==> config.mk <==
export PLATFORM = sky130hd
export DESIGN_NAME = step_motor_drv
export DESIGN_NICKNAME = d
export VERILOG_FILES = /design/src/rtl/step_motor_drv.sv
export SDC_FILE = /design/constraint.sdc
export NUM_CORES = 1
export LEC_CHECK = 0
export BUFFER_PORTS_ARGS = -buffer_cell sky130_fd_sc_hd__buf_4
export CAP_MARGIN = 30
export CORE_MARGIN = 3
export CORE_UTILIZATION = 64
export DETAILED_ROUTE_END_ITERATION = 7
export PLACE_DENSITY = 0.87
export SYNTH_ARGS = -nofsm -noshare
export SYNTH_HDL_FRONTEND = slang
export SYNTH_SLANG_ARGS = --single-unit
==> constraint.sdc <==
create_clock -name clk -period 12.5 [get_ports clk]
set_input_delay 0.625 -clock clk [delete_from_list [all_inputs] [get_ports clk]]
set_output_delay 0.625 -clock clk [all_outputs]
set_load 0.1 [all_outputs]
==> src/rtl/step_motor_drv.sv <==
// Step/direction pulse generator: bounded or unbounded runs, stop, remain overwrite, limit switches.
// Latency: s_state and o_drive rise one clk after s_start; limit switches seen C_SYNC_STAGES clks after zpd/tpd.
// Backpressure: none; s_start during RUN and stop/remain strobes during IDLE are dropped.
module step_motor_drv #(
   parameter int C_STEP_NUMBER_WIDTH = 32,
   parameter int C_SPEED_DATA_WIDTH  = 32,
   parameter int C_SYNC_STAGES       = 2
) (
   input  logic                           clk,
   input  logic                           resetn,
   input  logic                           s_sel,
   input  logic                           s_start,
   input  logic                           s_stop,
   input  logic [C_SPEED_DATA_WIDTH-1:0]  s_speed,
   input  logic [C_STEP_NUMBER_WIDTH-1:0] s_step,
   input  logic                           s_dir,
   input  logic                           s_mod_remain,
   input  logic [C_STEP_NUMBER_WIDTH-1:0] s_new_remain,
   output logic                           s_state,
   output logic [C_STEP_NUMBER_WIDTH-1:0] s_position,
   output logic                           s_zpsign,
   output logic                           s_tpsign,
   input  logic                           zpd,
   input  logic                           tpd,
   output logic                           o_drive,
   output logic                           o_dir
);

   localparam int NW = C_STEP_NUMBER_WIDTH;
   localparam int SW = C_SPEED_DATA_WIDTH;
   localparam logic [SW-1:0] SPD_ONE = 1;
   localparam logic [SW-1:0] SPD_MIN = 2;
   localparam logic [NW-1:0] POS_ONE = 1;

   typedef enum logic {IDLE = 1'b0, RUN = 1'b1} state_t;

   state_t                   state, state_nxt;
   logic [SW-1:0]            spd, spd_nxt, cnt, cnt_nxt;
   logic [NW-1:0]            remain, remain_nxt, pos_nxt;
   logic                     unbnd, unbnd_nxt, dir_nxt, drive_nxt;
   logic                     stop_pend, stop_pend_nxt;
   logic [C_SYNC_STAGES-1:0] zp_sync, tp_sync;
   logic                     start_ok, lim_hit, at_step, at_end;

   assign s_zpsign = zp_sync[C_SYNC_STAGES-1];
   assign s_tpsign = tp_sync[C_SYNC_STAGES-1];
   assign s_state  = (state == RUN);
   // A start toward an already-active limit is refused
   assign start_ok = s_sel & s_start & ~(s_dir ? s_zpsign : s_tpsign);
   assign lim_hit  = o_dir ? s_zpsign : s_tpsign;
   assign at_step  = (cnt == '0);
   assign at_end   = (cnt == spd - SPD_ONE);

   // Next-state, step bookkeeping and look-ahead of the registered pulse output
   always_comb begin
      state_nxt     = state;
      spd_nxt       = spd;
      cnt_nxt       = cnt;
      remain_nxt    = remain;
      unbnd_nxt     = unbnd;
      dir_nxt       = o_dir;
      pos_nxt       = s_position;
      stop_pend_nxt = stop_pend;
      drive_nxt     = 1'b0;
      case (state)
         IDLE: begin
            if (start_ok) begin
               state_nxt     = RUN;
               spd_nxt       = (s_speed < SPD_MIN) ? SPD_MIN : s_speed;
               remain_nxt    = s_step;
               unbnd_nxt     = (s_step == '0);
               dir_nxt       = s_dir;
               cnt_nxt       = '0;
               stop_pend_nxt = 1'b0;
            end
         end
         RUN: begin
            cnt_nxt = at_end ? '0 : cnt + SPD_ONE;
            if (at_step) begin
               pos_nxt = o_dir ? s_position - POS_ONE : s_position + POS_ONE;
               if (!unbnd && remain != '0) remain_nxt = remain - POS_ONE;
            end
            // Overwrite wins over the decrement of the same cycle
            if (s_mod_remain) begin
               remain_nxt = s_new_remain;
               unbnd_nxt  = 1'b0;
            end
            if (s_stop) stop_pend_nxt = 1'b1;
            if (!s_sel) begin
               state_nxt = IDLE;
               pos_nxt   = s_position;
            end else if (at_end) begin
               if (lim_hit) begin
                  state_nxt = IDLE;
                  if (o_dir) pos_nxt = '0;
               end else if (stop_pend_nxt) begin
                  state_nxt = IDLE;
               end else if (!unbnd_nxt && remain_nxt == '0) begin
                  state_nxt = IDLE;
               end
            end
            if (state_nxt == IDLE) begin
               cnt_nxt       = '0;
               stop_pend_nxt = 1'b0;
            end
         end
         default: state_nxt = IDLE;
      endcase
      // Pulse is high for the first half of every period, starting with the first RUN cycle
      drive_nxt = (state_nxt == RUN) && (cnt_nxt < (spd_nxt >> 1));
   end

   // Run registers; reset aborts a run mid-period
   always_ff @(posedge clk or negedge resetn) begin
      if (!resetn) begin
         state      <= IDLE;
         spd        <= '0;
         cnt        <= '0;
         remain     <= '0;
         unbnd      <= 1'b0;
         stop_pend  <= 1'b0;
         o_dir      <= 1'b0;
         o_drive    <= 1'b0;
         s_position <= '0;
      end else begin
         state      <= state_nxt;
         spd        <= spd_nxt;
         cnt        <= cnt_nxt;
         remain     <= remain_nxt;
         unbnd      <= unbnd_nxt;
         stop_pend  <= stop_pend_nxt;
         o_dir      <= dir_nxt;
         o_drive    <= drive_nxt;
         s_position <= pos_nxt;
      end
   end

   // Limit-switch synchronisers
   always_ff @(posedge clk or negedge resetn) begin
      if (!resetn) begin
         zp_sync <= '0;
         tp_sync <= '0;
      end else begin
         zp_sync[0] <= zpd;
         tp_sync[0] <= tpd;
         for (int i = 1; i < C_SYNC_STAGES; i++) begin
            zp_sync[i] <= zp_sync[i-1];
            tp_sync[i] <= tp_sync[i-1];
         end
      end
   end

endmodule

After elaboration in Yosys (flattened, before gate mapping):

Index checks and enable logic that the tools add are counted.

* $add $sub $neg: 5
* $lt $le $gt $ge: 2
* equality and inequality tests: 2
* muxes and demuxes: 37
* reduce and logical (&&, ||, !) cells: 11
* bitwise operators: 4

Operators by type and width (count)
* two-way mux 32 bit: 16
* case mux 32 bit (2 select lines): 2
* zero test 32 bit: 3
* subtractor 32 x 1 -> 32 bit (second input constant): 3
* adder 32 x 1 -> 32 bit (second input constant): 2
* equality test 32 bit: 1
* < comparator 32 x 2 -> 1 bit (second input constant): 1
* < comparator 32 x 31 -> 1 bit: 1
* nonzero test 32 bit: 1
* two-way mux 1 bit: 16
* case mux 1 bit (2 select lines): 3
* AND reduction 2 bit: 2
* logical AND 1 bit: 3
* bitwise AND 1 bit: 2
* zero test 1 bit: 2
* != test 2 bit (second input constant): 1
* NOT 1 bit: 2

* output and inout bits: 37
* flip-flop bits (word level): 137
* logic and storage cells: 73

Logic depth before layout (Yosys ltp):

* depth after elaboration: 18
* mapped depth: 24
* gate-level depth less buffers: 23

Worst setup path before layout:

No wires, ideal clock.

* path kind: flip-flop to flip-flop
* start: register spd[0]
* end: register o_drive
* slack: 7.670 ns
* data required time: 12.413 ns
* cell stages (with the launch flop): 22
* arrival time: 4.743 ns
* cells stage by stage: dfrtp_1 > inv_1 > ha_1 > or3b_2 > or4_4 > a211o_1 > nand2_1 > nor2_1 > or4_4 > o21ai_4 > clkbuf_1 > o21ai_0 > ha_1 > a21o_1 > a21oi_1 > nor2b_1 > o21ai_0 > nand2b_1 > a21oi_1 > o21ai_0 > a211o_1 > a211oi_2

* word-level cells in the longest chain between the ends: 9

Ends and longest elaborated chain
* from (decl): RTL line 38 `logic [SW-1:0] spd, spd_nxt, cnt, cnt_nxt;`
* from (signal assigned): RTL line 127 `spd <= spd_nxt;`
* subtractor 32 x 1 -> 32 bit (*): RTL line 52 `assign at_end = (cnt == spd - SPD_ONE);`
* equality test 32 bit (*): RTL line 52
* two-way mux 1 bit: RTL line 92 `end else if (at_end) begin`
* two-way mux 1 bit: RTL line 89 `if (!s_sel) begin`
* two-way mux 1 bit: RTL line 65 `case (state)`
* two-way mux 32 bit (*): RTL line 102 `if (state_nxt == IDLE) begin`
* case mux 32 bit (2 select lines) (*): RTL line 65
* named net cnt_nxt[17]: RTL line 38
* < comparator 32 x 31 -> 1 bit (*): RTL line 110 `drive_nxt = (state_nxt == RUN) && (cnt_nxt < (spd_nxt >> 1));`
* logical AND 1 bit (*): RTL line 110
* named net drive_nxt: RTL line 40 `logic unbnd, unbnd_nxt, dir_nxt, drive_nxt;`
* to (signal assigned): RTL line 133 `o_drive <= drive_nxt;`
* to (decl): RTL line 25 `output logic o_drive,`

Mark *: on every way through the listed nets, which the timed path passes. The rest lies on a longest branch. The select of a mux whose other input is x is not followed.
A chain may end at the register's enable or synchronous reset.

Worst setup path after layout:

* start: register spd[7]
* end: register o_drive

Same word-level chain as after synthesis.

==> out/results.ini <==
[clock_network]
clock-sinks=137
cts_made_buffers=17
cts.htree.levels=4
cts_buffer_depth=2
cts_hold_repair.buffers=0
path_clk_slew_ps=60
cts-root-buf=clkbuf_16
postCtsSetupBuffers=0
ctsResizeCount=0
clk-insertion-delay-late_ps=430
cts_tree=done

[routing]
dr.pass1.iters=7
post_drt_wl_per_cell_um=20.6
avgViaCountPerCell=6.69
drc_errors=0
vias=10800
ant_nets=0
drt_iter0_drc=1164
wirelength_mm=33.1

[layout]
fin_util_pct=77.6
area_growth_pct=16.7
final_nets=1551
drive_gt1_share_pct=14.6
finalInstanceArea_um2=12500

[global_routing]
grt_use_total_pct=35.9
grt_overflow=0
grt_pass1_wl_mm=52.6
grt_antenna_before_repair=0
grt_pass1_vias=10200
grt_max_degree=95

[floorplan]
die_w_um=136
die_h_um=136
core-area_um2=16200
rows=46
dieArea_um2=18400
io_pins=142
initial_core_util_pct=66.5

[power_and_ir_drop]
ir_worst_vdd_uv=232
power.density_nw_per_um2=206
p_leak_nw=5.54

[placement]
place_area_um2=11900
hpwl_mm=24.0
io_buffers=141
finalWeightedCongestion=1.03

[synthesis]
yosysTopAreaCell=dfrtp_1
ys_top_cells_by_count=dfrtp_1, nand2_1, o21ai_0
synthArstFlopShare_pct=100
synthCells=1268
synth_cell_types=75
synth_area_um2=10800
yosysMostFrequentCell=dfrtp_1
syn_nets=1438
avgSynthCellArea_um2=8.48
synthTopCellsByArea=dfrtp_1, ha_1, mux2i_1
synth_top_flop_cell=dfrtp_1
synth_edf_count=0
synth-seq-cells=137
ys_seq_area_share_pct=31.9
yosys_warnings=0
synth_top_area_share_pct=31.9

[worst_setup_path]
crit_required_ps=12780
critPathBufInv=0
path_class=register to register
start_kind=register
critPathMostFrequentCell=o21ai_0
crit_family=compound AO/OA/AOI/OAI gates
max_stage_delay_ps=900
r2r_start=spd[7]$_DFF_PN0_
rr_worst_depth=20
cp_max_fo=46
regToRegSetupSlack_ps=6210
cp_slowest_cell=o21ai_4
end_kind=register
crit_chain=or4_4, nor3_1, and3b_1, xnor2_1, a2111oi_0, nand4_2, o21ai_4, o21ai_0, nand2_1, o21ai_0, ha_1, a21oi_1, nor2b_1, o21ai_0, nand2b_1, a21oi_1, o21ai_0, nor2_1, nor3_1, a211oi_2
r2r_end=o_drive$_DFF_PN0_
arrival_ps=6580

[status]
status=finished, final reports clean

[sta]
fmax_mhz=159
report.final.hold_viol_count=0
drv_slew=0
tightestPinTransition_ps=1110
max_slew_margin_pct=24.1
min_period_ps=6290
fin_setup_tns_ps=0
fin_crit_sh_pct=50.3
finClkSkew_ps=9.01
setup_viol=0
rsz0062_at_grt=false

[min_path]
min_path_type=primary input to asynchronous set/reset pin

[run]
drv_cap=0

[registers in the layout (all words and copies together), names as in the netlist, 2 cells and up]
name        count
cnt            32
remain         32
s_position     32
spd            32
tp_sync         2
zp_sync         2
[per-layer routing]
| metal | wire length (µm) | part of all wire, % | global-route usage (%) |
|---|---|---|---|
| met3 | 3060 | 9.2 | 5.98 |
| met2 | 15500 | 47 | 57.5 |
| met5 | 0 | 0 | 0 |
| met1 | 13500 | 41 | 49.8 |
| met4 | 1050 | 3.2 | 12.3 |
[per-stage QoR]
stage / power [W] / hold slack (ps) / instances / setup WS [ps]
floorplan: 0.00172 / 329 / 1268 / 7670
global placement: 0.00200 / 334 / 1576 / 6860
detailed placement: 0.00204 / 339 / 1578 / 6650
CTS: 0.00257 / 319 / 1610 / 6510
global route: 0.00273 / 305 / 1610 / 5880
finish: 0.00259 / 294 / 1611 / 6210
[cells by family (layout without fill, tap and decap cells)]
group	after synthesis	count (layout)	synth area share, %
AOI/OAI and AO/OA	313	313	18.3
DFF	137	137	31.9
muxes	61	61	5.68
xor gates and xnor gates	103	103	8.39
buffers and inverters	107	233	4.05
and+or+nand+nor	482	482	24.1
adders and majority gates	65	65	7.64
other	0	1	0
[cell type report]
cell class                 instances  area [µm²]
multi-input combinational       1024        6900
antenna                            1        2.50
fill                            1144        3630
clock buffer                      22         484
sequential                       137        3430
clock inverter                    10         115
tap                              216         270
inverter                          52         195
timing repair buffer             149        1150
[cell usage in the layout, fill, tap and decap left out, types with 5 or more instances in the layout]
cell type  netlist  routed
o21ai_0         85      85
o31ai_1          9       9
nor2b_1         25      24
and4_1          11      11
xor2_1          46      46
nand2b_1        21      21
nor3_1          46      46
o211ai_1         6       6
and3_1          21      20
a21oi_1         61      61
a21o_1          25      25
and2_1           6       6
o21a_1           5       5
nand4_1         30      30
mux2i_1         61      61
buf_4            0     146
a31o_2           5       5
o21ai_1         31      31
a211oi_1        27      27
ha_1            64      64
o22ai_1          8       8
or3_1            8       8
inv_1           51      51
a31oi_1          7       7
nor4_1          48      48
clkbuf_16        0      17
nor2_1          58      58
nand2_1        124     124
nand3b_1         6       6
nand3_1         44      44
dfrtp_1        137     136
xnor2_1         57      57
o21bai_1         6       6
or4_1            6       6
[how the worst max path moves through the flow]
stage	start	endpoint	slack [ps]	cells after the start
after floorplan	spd[0]$_DFFE_PN0P_	o_drive$_DFF_PN0_	7670	21
after global placement	spd[0]$_DFFE_PN0P_	o_drive$_DFF_PN0_	6860	22
after detailed placement	spd[7]$_DFF_PN0_	o_drive$_DFF_PN0_	6650	20
after CTS	spd[7]$_DFF_PN0_	o_drive$_DFF_PN0_	6510	20
after global routing	spd[7]$_DFF_PN0_	o_drive$_DFF_PN0_	5880	20
final	spd[7]$_DFF_PN0_	o_drive$_DFF_PN0_	6210	20
[power by group]
part           internal, W  total [W]  leakage [nW]  switching, W
logic             0.000455    0.00136          3.55      0.000903
clock network     0.000315   0.000520         0.289      0.000206
registers         0.000553   0.000710          1.71      0.000157
No activity file was read; power rests on OpenSTA's default activity.
